### src/rtl/register_bank_param_if.sv
// Bus bundle for register_bank_param: the read ports, the write port, the
// clear request and the status flags.
//
// Handshake: ready is a level, not a per-transfer strobe. While ready=1 the
// bank honours RegWrite on every rising edge and returns live read data.
// While ready=0 (clear sweep running) reads return 0, clear_req is ignored,
// and any RegWrite is discarded and reported one cycle later on write_dropped.
interface register_bank_param_if #(
    parameter int DATA_WIDTH = 32,
    parameter int ADDR_WIDTH = 5
);
    logic [ADDR_WIDTH-1:0] read_addr_1;
    logic [ADDR_WIDTH-1:0] read_addr_2;
    logic [ADDR_WIDTH-1:0] write_addr;
    logic [DATA_WIDTH-1:0] write_data;
    logic                  RegWrite;
    logic                  clear_req;
    logic [DATA_WIDTH-1:0] read_data_1;
    logic [DATA_WIDTH-1:0] read_data_2;
    logic                  ready;
    logic                  write_dropped;

    modport master (
        output read_addr_1, read_addr_2, write_addr, write_data, RegWrite, clear_req,
        input  read_data_1, read_data_2, ready, write_dropped
    );

    modport slave (
        input  read_addr_1, read_addr_2, write_addr, write_data, RegWrite, clear_req,
        output read_data_1, read_data_2, ready, write_dropped
    );
endinterface

### src/rtl/register_bank_param.sv
// Parametrised two-read/one-write register bank. The storage array has no
// reset; a sequential sweep writes zero to every entry after reset or on
// clear_req. Options: hard-wired zero register, write-to-read bypass, and
// registered read data (one-cycle latency).
module register_bank_param #(
    parameter int DATA_WIDTH = 32,
    parameter int ADDR_WIDTH = 5,
    parameter int ZERO_REG   = 1,
    parameter int BYPASS     = 1,
    parameter int REG_READ   = 0
) (
    input  logic                  clock,
    input  logic                  reset,
    register_bank_param_if.slave  bus,
    output logic                  debug_state
);
    localparam int DEPTH = 1 << ADDR_WIDTH;
    localparam logic [ADDR_WIDTH-1:0] LAST_ADDR = {ADDR_WIDTH{1'b1}};

    typedef enum logic {
        ST_CLEAR = 1'b0,
        ST_IDLE  = 1'b1
    } state_t;

    state_t                state;
    state_t                state_next;
    logic [ADDR_WIDTH-1:0] clear_cnt;
    logic [ADDR_WIDTH-1:0] clear_cnt_next;
    logic [DATA_WIDTH-1:0] mem [DEPTH];

    logic                  is_idle;
    logic                  write_accept;
    logic                  write_drop_next;
    logic                  write_dropped_q;
    logic [DATA_WIDTH-1:0] read_value_1;
    logic [DATA_WIDTH-1:0] read_value_2;

    assign is_idle     = (state == ST_IDLE);
    assign debug_state = state;
    assign bus.ready   = is_idle;

    // A write lands only in IDLE, not on a clear edge, and never into the
    // hard-wired zero entry.
    assign write_accept = is_idle && bus.RegWrite && !bus.clear_req &&
                          !((ZERO_REG != 0) && (bus.write_addr == '0));

    // Writes lost to a sweep (running or starting this edge) are flagged;
    // writes to the zero entry are dropped silently.
    assign write_drop_next = bus.RegWrite && (!is_idle || bus.clear_req);

    // Read value for one port; bypass only forwards writes that will land.
    function automatic logic [DATA_WIDTH-1:0] read_value(
        input logic [ADDR_WIDTH-1:0] addr,
        input logic [DATA_WIDTH-1:0] stored,
        input logic                  idle,
        input logic                  accept,
        input logic [ADDR_WIDTH-1:0] waddr,
        input logic [DATA_WIDTH-1:0] wdata
    );
        logic [DATA_WIDTH-1:0] value;
        value = '0;
        if (!idle) begin
            value = '0;
        end else if ((ZERO_REG != 0) && (addr == '0)) begin
            value = '0;
        end else if ((BYPASS != 0) && accept && (addr == waddr)) begin
            value = wdata;
        end else begin
            value = stored;
        end
        return value;
    endfunction

    // State register and sweep counter; reset restarts the sweep.
    always_ff @(posedge clock or negedge reset) begin
        if (!reset) begin
            state     <= ST_CLEAR;
            clear_cnt <= '0;
        end else begin
            state     <= state_next;
            clear_cnt <= clear_cnt_next;
        end
    end

    // Next-state logic: sweep every entry once, then idle until clear_req.
    always_comb begin
        state_next     = state;
        clear_cnt_next = clear_cnt;
        case (state)
            ST_CLEAR: begin
                if (clear_cnt == LAST_ADDR) begin
                    clear_cnt_next = '0;
                    state_next     = ST_IDLE;
                end else begin
                    clear_cnt_next = clear_cnt + 1'b1;
                end
            end
            ST_IDLE: begin
                if (bus.clear_req) begin
                    clear_cnt_next = '0;
                    state_next     = ST_CLEAR;
                end
            end
            default: begin
                state_next     = ST_CLEAR;
                clear_cnt_next = '0;
            end
        endcase
    end

    // Storage array: sweep writes zero, otherwise accepted writes land.
    always_ff @(posedge clock) begin
        if (!is_idle) begin
            mem[clear_cnt] <= '0;
        end else if (write_accept) begin
            mem[bus.write_addr] <= bus.write_data;
        end
    end

    // One-cycle pulse for each discarded write.
    always_ff @(posedge clock or negedge reset) begin
        if (!reset) begin
            write_dropped_q <= 1'b0;
        end else begin
            write_dropped_q <= write_drop_next;
        end
    end

    assign bus.write_dropped = write_dropped_q;

    // Read value for both ports, before any optional output register.
    always_comb begin
        read_value_1 = read_value(bus.read_addr_1, mem[bus.read_addr_1], is_idle,
                                  write_accept, bus.write_addr, bus.write_data);
        read_value_2 = read_value(bus.read_addr_2, mem[bus.read_addr_2], is_idle,
                                  write_accept, bus.write_addr, bus.write_data);
    end

    if (REG_READ != 0) begin : g_reg_read
        logic [DATA_WIDTH-1:0] read_q_1;
        logic [DATA_WIDTH-1:0] read_q_2;

        // Registered read: capture this cycle's read value at the edge.
        always_ff @(posedge clock or negedge reset) begin
            if (!reset) begin
                read_q_1 <= '0;
                read_q_2 <= '0;
            end else begin
                read_q_1 <= read_value_1;
                read_q_2 <= read_value_2;
            end
        end

        assign bus.read_data_1 = read_q_1;
        assign bus.read_data_2 = read_q_2;
    end else begin : g_comb_read
        assign bus.read_data_1 = read_value_1;
        assign bus.read_data_2 = read_value_2;
    end
endmodule

### src/flat_wrapper.sv
// flat-port wrapper written by rule: the top's interface ports become plain ports
module register_bank_param_flat 
#(
    parameter int DATA_WIDTH = 32,
    parameter int ADDR_WIDTH = 5,
    parameter int ZERO_REG   = 1,
    parameter int BYPASS     = 1,
    parameter int REG_READ   = 0
)
  (clock, reset, debug_state, bus_read_addr_1, bus_read_addr_2, bus_write_addr, bus_write_data, bus_RegWrite, bus_clear_req, bus_read_data_1, bus_read_data_2, bus_ready, bus_write_dropped);
  register_bank_param_if #(.DATA_WIDTH(DATA_WIDTH), .ADDR_WIDTH(ADDR_WIDTH)) bus_i ();
  input  logic clock;
  input  logic reset;
  output logic debug_state;
  input wire logic [$bits(bus_i.read_addr_1)-1:0] bus_read_addr_1;
  input wire logic [$bits(bus_i.read_addr_2)-1:0] bus_read_addr_2;
  input wire logic [$bits(bus_i.write_addr)-1:0] bus_write_addr;
  input wire logic [$bits(bus_i.write_data)-1:0] bus_write_data;
  input wire logic [$bits(bus_i.RegWrite)-1:0] bus_RegWrite;
  input wire logic [$bits(bus_i.clear_req)-1:0] bus_clear_req;
  output wire logic [$bits(bus_i.read_data_1)-1:0] bus_read_data_1;
  output wire logic [$bits(bus_i.read_data_2)-1:0] bus_read_data_2;
  output wire logic [$bits(bus_i.ready)-1:0] bus_ready;
  output wire logic [$bits(bus_i.write_dropped)-1:0] bus_write_dropped;
  assign bus_i.read_addr_1 = bus_read_addr_1;
  assign bus_i.read_addr_2 = bus_read_addr_2;
  assign bus_i.write_addr = bus_write_addr;
  assign bus_i.write_data = bus_write_data;
  assign bus_i.RegWrite = bus_RegWrite;
  assign bus_i.clear_req = bus_clear_req;
  assign bus_read_data_1 = bus_i.read_data_1;
  assign bus_read_data_2 = bus_i.read_data_2;
  assign bus_ready = bus_i.ready;
  assign bus_write_dropped = bus_i.write_dropped;
  register_bank_param #(.DATA_WIDTH(DATA_WIDTH), .ADDR_WIDTH(ADDR_WIDTH), .ZERO_REG(ZERO_REG), .BYPASS(BYPASS), .REG_READ(REG_READ)) u_core (.clock(clock), .reset(reset), .bus(bus_i), .debug_state(debug_state));
endmodule
### config.mk
export PLATFORM = sky130hd
export DESIGN_NAME = register_bank_param_flat
export DESIGN_NICKNAME = d
export VERILOG_FILES = /design/src/rtl/register_bank_param_if.sv /design/src/rtl/register_bank_param.sv /design/src/flat_wrapper.sv
export SDC_FILE = /design/constraint.sdc
export NUM_CORES = 1
export LEC_CHECK = 0
export CAP_MARGIN = 20
export CORE_ASPECT_RATIO = 0.7
export CORE_MARGIN = 2
export CORE_UTILIZATION = 30
export CTS_CLUSTER_SIZE = 12
export DETAILED_ROUTE_END_ITERATION = 8
export GPL_ROUTABILITY_DRIVEN = 0
export PLACE_DENSITY = 0.44
export SLEW_MARGIN = 20
export SYNTH_ARGS = -nofsm -noshare
export SYNTH_HDL_FRONTEND = slang
export SYNTH_SLANG_ARGS = --single-unit
### constraint.sdc
create_clock -name clock -period 3.82 [get_ports clock]
set_input_delay 0.573 -clock clock [delete_from_list [all_inputs] [get_ports clock]]
set_output_delay 0.573 -clock clock [all_outputs]
set_load 0.03 [all_outputs]
==> summary.md <==
| Metric | Value |
|---|---|
| Peak VDD IR | 0.0003818 V |
| N_diodes | 0 |
| Post-layout minimum cycle time | 3795 ps |
| Layout cells sized above 1 | 0.2717 |
| DP Worst Slack | -352.2 ps |
| CP arrival | 3220 ps |
| FMAX | 263.5 MHz |
| Die area | 167,900 um^2 |
| Row cnt | 124 |
| GR Util All Layers | 0.2318 |
| Worst min path class | primary input to asynchronous set/reset pin |
| Cts bufs inserted | 105 |
| Post-synth EDFFs | 1,024 |
| Seq/Total Area, Yosys | 0.6263 |
| R2R Setup Slk | 690 ps |
| Hold Slack | 132.7 ps |
| Final wirelength | 197.4 mm |
| Slew Limit Fails | 0 |
| Worst skew pair latency | 730 ps |
| Tcrit/Tclk final | 0.9934 |
| Netlist cell types | 55 |
| Critical Path Sink Type | output port |
| CP Launch Type | primary input |
| Pleak | 20.34 nW |
| HPWL after detailed placement | 125.7 mm |
| Antenna violations before repair | 10 |
| Power per cell area | 518.6 nW/um^2 |
| Yosys reg bits | 1,031 |
| Synthesis Warnings | 0 |
| Top_reg_cell synth | edfxtp_1 |
| Cells after synthesis | 2,950 |
| Largest net degree at the start of global routing | 53 |
| Initial Util | 0.3022 |
| Fin cells | 5,528 |
| Avg WL per Cell | 35.70 um |
| Mapped Area | 49,370 um^2 |
| DRC Markers | 0 |
| Cts hold-fix bufs | 0 |
| Top-level I/O count | 118 |
| Core Box Area | 163,400 um^2 |
| Vias per inst | 5.960 |
| RSZ-0062 raised after global routing | false |
| Residual overflow from global routing | 0 |
| Worst setup margin | 25.14 ps |
| 1st-iter DRT viols | 4,170 |
| Syn Nets | 3,003 |
| Synth async-reset ratio | 0.006790 |
| Setup_tns | 0 ps |
| # clock sinks | 1,031 |
| Antenna Nets Post-Route | 0 |
| Nets | 3,304 |
| CTS tree | built |
| Critical Path RT | 3250 ps |
| Cell Area, Placed | 56,630 um^2 |
| Crit Path Category | primary input to output port |
| Max-slew headroom | 0.3001 |
| Final Skew | 25.39 ps |
| Fin util | 0.3663 |
| Vias in the first global route | 32,920 |
| Max-cap violations | 0 |
| Clock Tree Root | clkbuf_16 |
| Bufs on Longest Clock Path | 3 |
| # fillers | 15,120 |
| Area Overhead vs Synth | 21.21% |
| Final instance area | 59,850 um^2 |
| Inst Count DP | 5,346 |
| First-pass GRT wire length | 270.4 mm |
| Final hold violations | 0 |
| Total power | 31.04 mW |
| H-tree levels | 3 |
| Post-Syn Area per Cell | 16.74 um^2 |
| I/O Buffers | 117 |
| Die Y | 343.4 um |
| Worst slew pin tran | 1050 ps |
| Final setup violating endpoints | 0 |
| Chip Width | 488.9 um |
| Via count | 32,950 |
| First-pass DRT Iterations | 7 |
| Status | completed |
| Crit-path max FO | 15 |
| CTS clk-pin slew, worst paths | 60 ps |
[synth_stat cells (2+ instances only)]
cell type / n / area, um^2
edfxtp_1: 1024 / 30750
mux2i_1: 445 / 4454
mux4_2: 306 / 6892
o221ai_1: 180 / 1577
o22ai_1: 133 / 832.1
a21oi_1: 128 / 640.6
clkbuf_1: 124 / 465.5
nor2_1: 89 / 334.1
o21ai_0: 80 / 400.4
buf_4: 51 / 382.9
nand2_1: 49 / 183.9
and2_1: 38 / 237.7
nand3_1: 37 / 185.2
buf_2: 32 / 160.2
nor3_1: 27 / 135.1
buf_6: 24 / 270.3
nor2b_1: 23 / 143.9
buf_1: 14 / 52.55
a31oi_1: 13 / 81.33
o31ai_1: 12 / 90.09
a32o_1: 11 / 110.1
a32oi_1: 11 / 96.34
a22o_1: 9 / 78.83
nand2b_1: 9 / 56.30
a211oi_1: 8 / 60.06
dfrtp_1: 7 / 175.2
xor2_1: 7 / 61.31
a21o_1: 6 / 45.04
inv_1: 6 / 22.52
xnor2_1: 5 / 43.79
o211ai_1: 4 / 30.03
o32a_1: 4 / 40.04
a211o_1: 3 / 26.28
a2bb2oi_1: 3 / 26.28
ha_1: 2 / 25.02
inv_2: 2 / 7.510
nand4_1: 2 / 12.51
nor3b_1: 2 / 15.01
o311a_1: 2 / 20.02
o32ai_1: 2 / 17.52
or2_2: 2 / 12.51
[kinds of logic (layout without fill, tap and decap cells)]
kind of cell / Yosys count / after routing / synth area share
multiplexers: 752 / 752 / 0.2300
adder cells (fa/ha/maj): 2 / 2 / 0.0005067
AND/OR/NAND/NOR: 284 / 284 / 0.02762
AO/OA/AOI/OAI: 615 / 615 / 0.08575
XOR/XNOR: 12 / 12 / 0.002129
flip-flops: 1031 / 1031 / 0.6263
buffers and inverters: 254 / 627 / 0.02765
[worst max-delay path, stage by stage]
cell and delay, ps:
buf_8 190, buf_12 220, buf_12 200, buf_12 190
mux4_2 500, o22ai_1 160, a21oi_1 60, a21oi_1 580
buf_4 220, a21oi_1 110, buf_12 170
[flip-flops by register name, indices dropped and copies added, names as in the netlist]
name	cells
u_core.bus.ready	1
u_core.clear_cnt	5
u_core.bus.write_dropped	1
u_core.mem	1024
[where the power goes]
| part | total, mW | internal (mW) | switching, mW | leakage, nW |
|---|---|---|---|---|
| clock network | 9.88 | 5.43 | 4.45 | 1.51 |
| logic | 6.88 | 2.48 | 4.40 | 8.92 |
| registers | 14.3 | 13.8 | 0.502 | 9.90 |
| total | 31.0 | 21.7 | 9.35 | 20.3 |
[path summary, 6_finish.rpt]
kind / start / to / cells after the start
max: bus_read_addr_2[0] / bus_read_data_2[13] / 11
max in group asynchronous: reset / u_core.clear_cnt[4] / 1
min in group clock: bus_RegWrite / u_core.bus.write_dropped / 2
min: reset / u_core.clear_cnt[2] / 1
max reg2reg: u_core.bus.ready / u_core.mem[2][22] / 8
min reg2reg: u_core.clear_cnt[1] / u_core.clear_cnt[1] / 1
[cell type report]
| cell class | instances | area, um^2 | share of cell area |
|---|---|---|---|
| Clock inverter | 33 | 259.0 | 0.004328 |
| Inverter | 9 | 35.03 | 0.0005854 |
| Multi-Input combinational cell | 1665 | 17440 | 0.2914 |
| Clock buffer | 146 | 2854 | 0.04769 |
| Sequential cell | 1031 | 30920 | 0.5167 |
| Timing Repair Buffer | 439 | 5579 | 0.09322 |
| Tap cell | 2205 | 2759 | 0.04610 |
[placed cells by master, fill, tap and decap left out, types with 12 or more instances in the layout]
master,n
edfxtp_1,1024
clkbuf_1,36
buf_4,217
nand3_1,37
nor2b_1,23
clkdlybuf4s50_1,43
mux4_2,306
o31ai_1,12
o21ai_0,75
o221ai_1,180
buf_12,167
mux2i_1,445
a21oi_1,126
nor2_1,52
nor3_1,27
clkinv_1,16
nand2_1,47
clkbuf_16,108
nor2_4,32
o22ai_1,132
and2_1,28
[metal layers]
metal | vias to the layer above | share of wire | GRT usage
li1 | 13100 | - | -
met1 | 17720 | 0.46 | 0.3494
met2 | 1812 | 0.43 | 0.3449
met3 | 312 | 0.082 | 0.03895
met4 | 4 | 0.027 | 0.05998
met5 | - | 0.00014 | 0
[repair_timing]
action	4_1_cts	5_1_grt
gates resized for setup	7	8
pin swaps	0	1
hold endpoints to repair	0	0
setup endpoints to repair	4	7
setup buffers	0	0
Note: power is estimated with default switching activity, not from simulation.
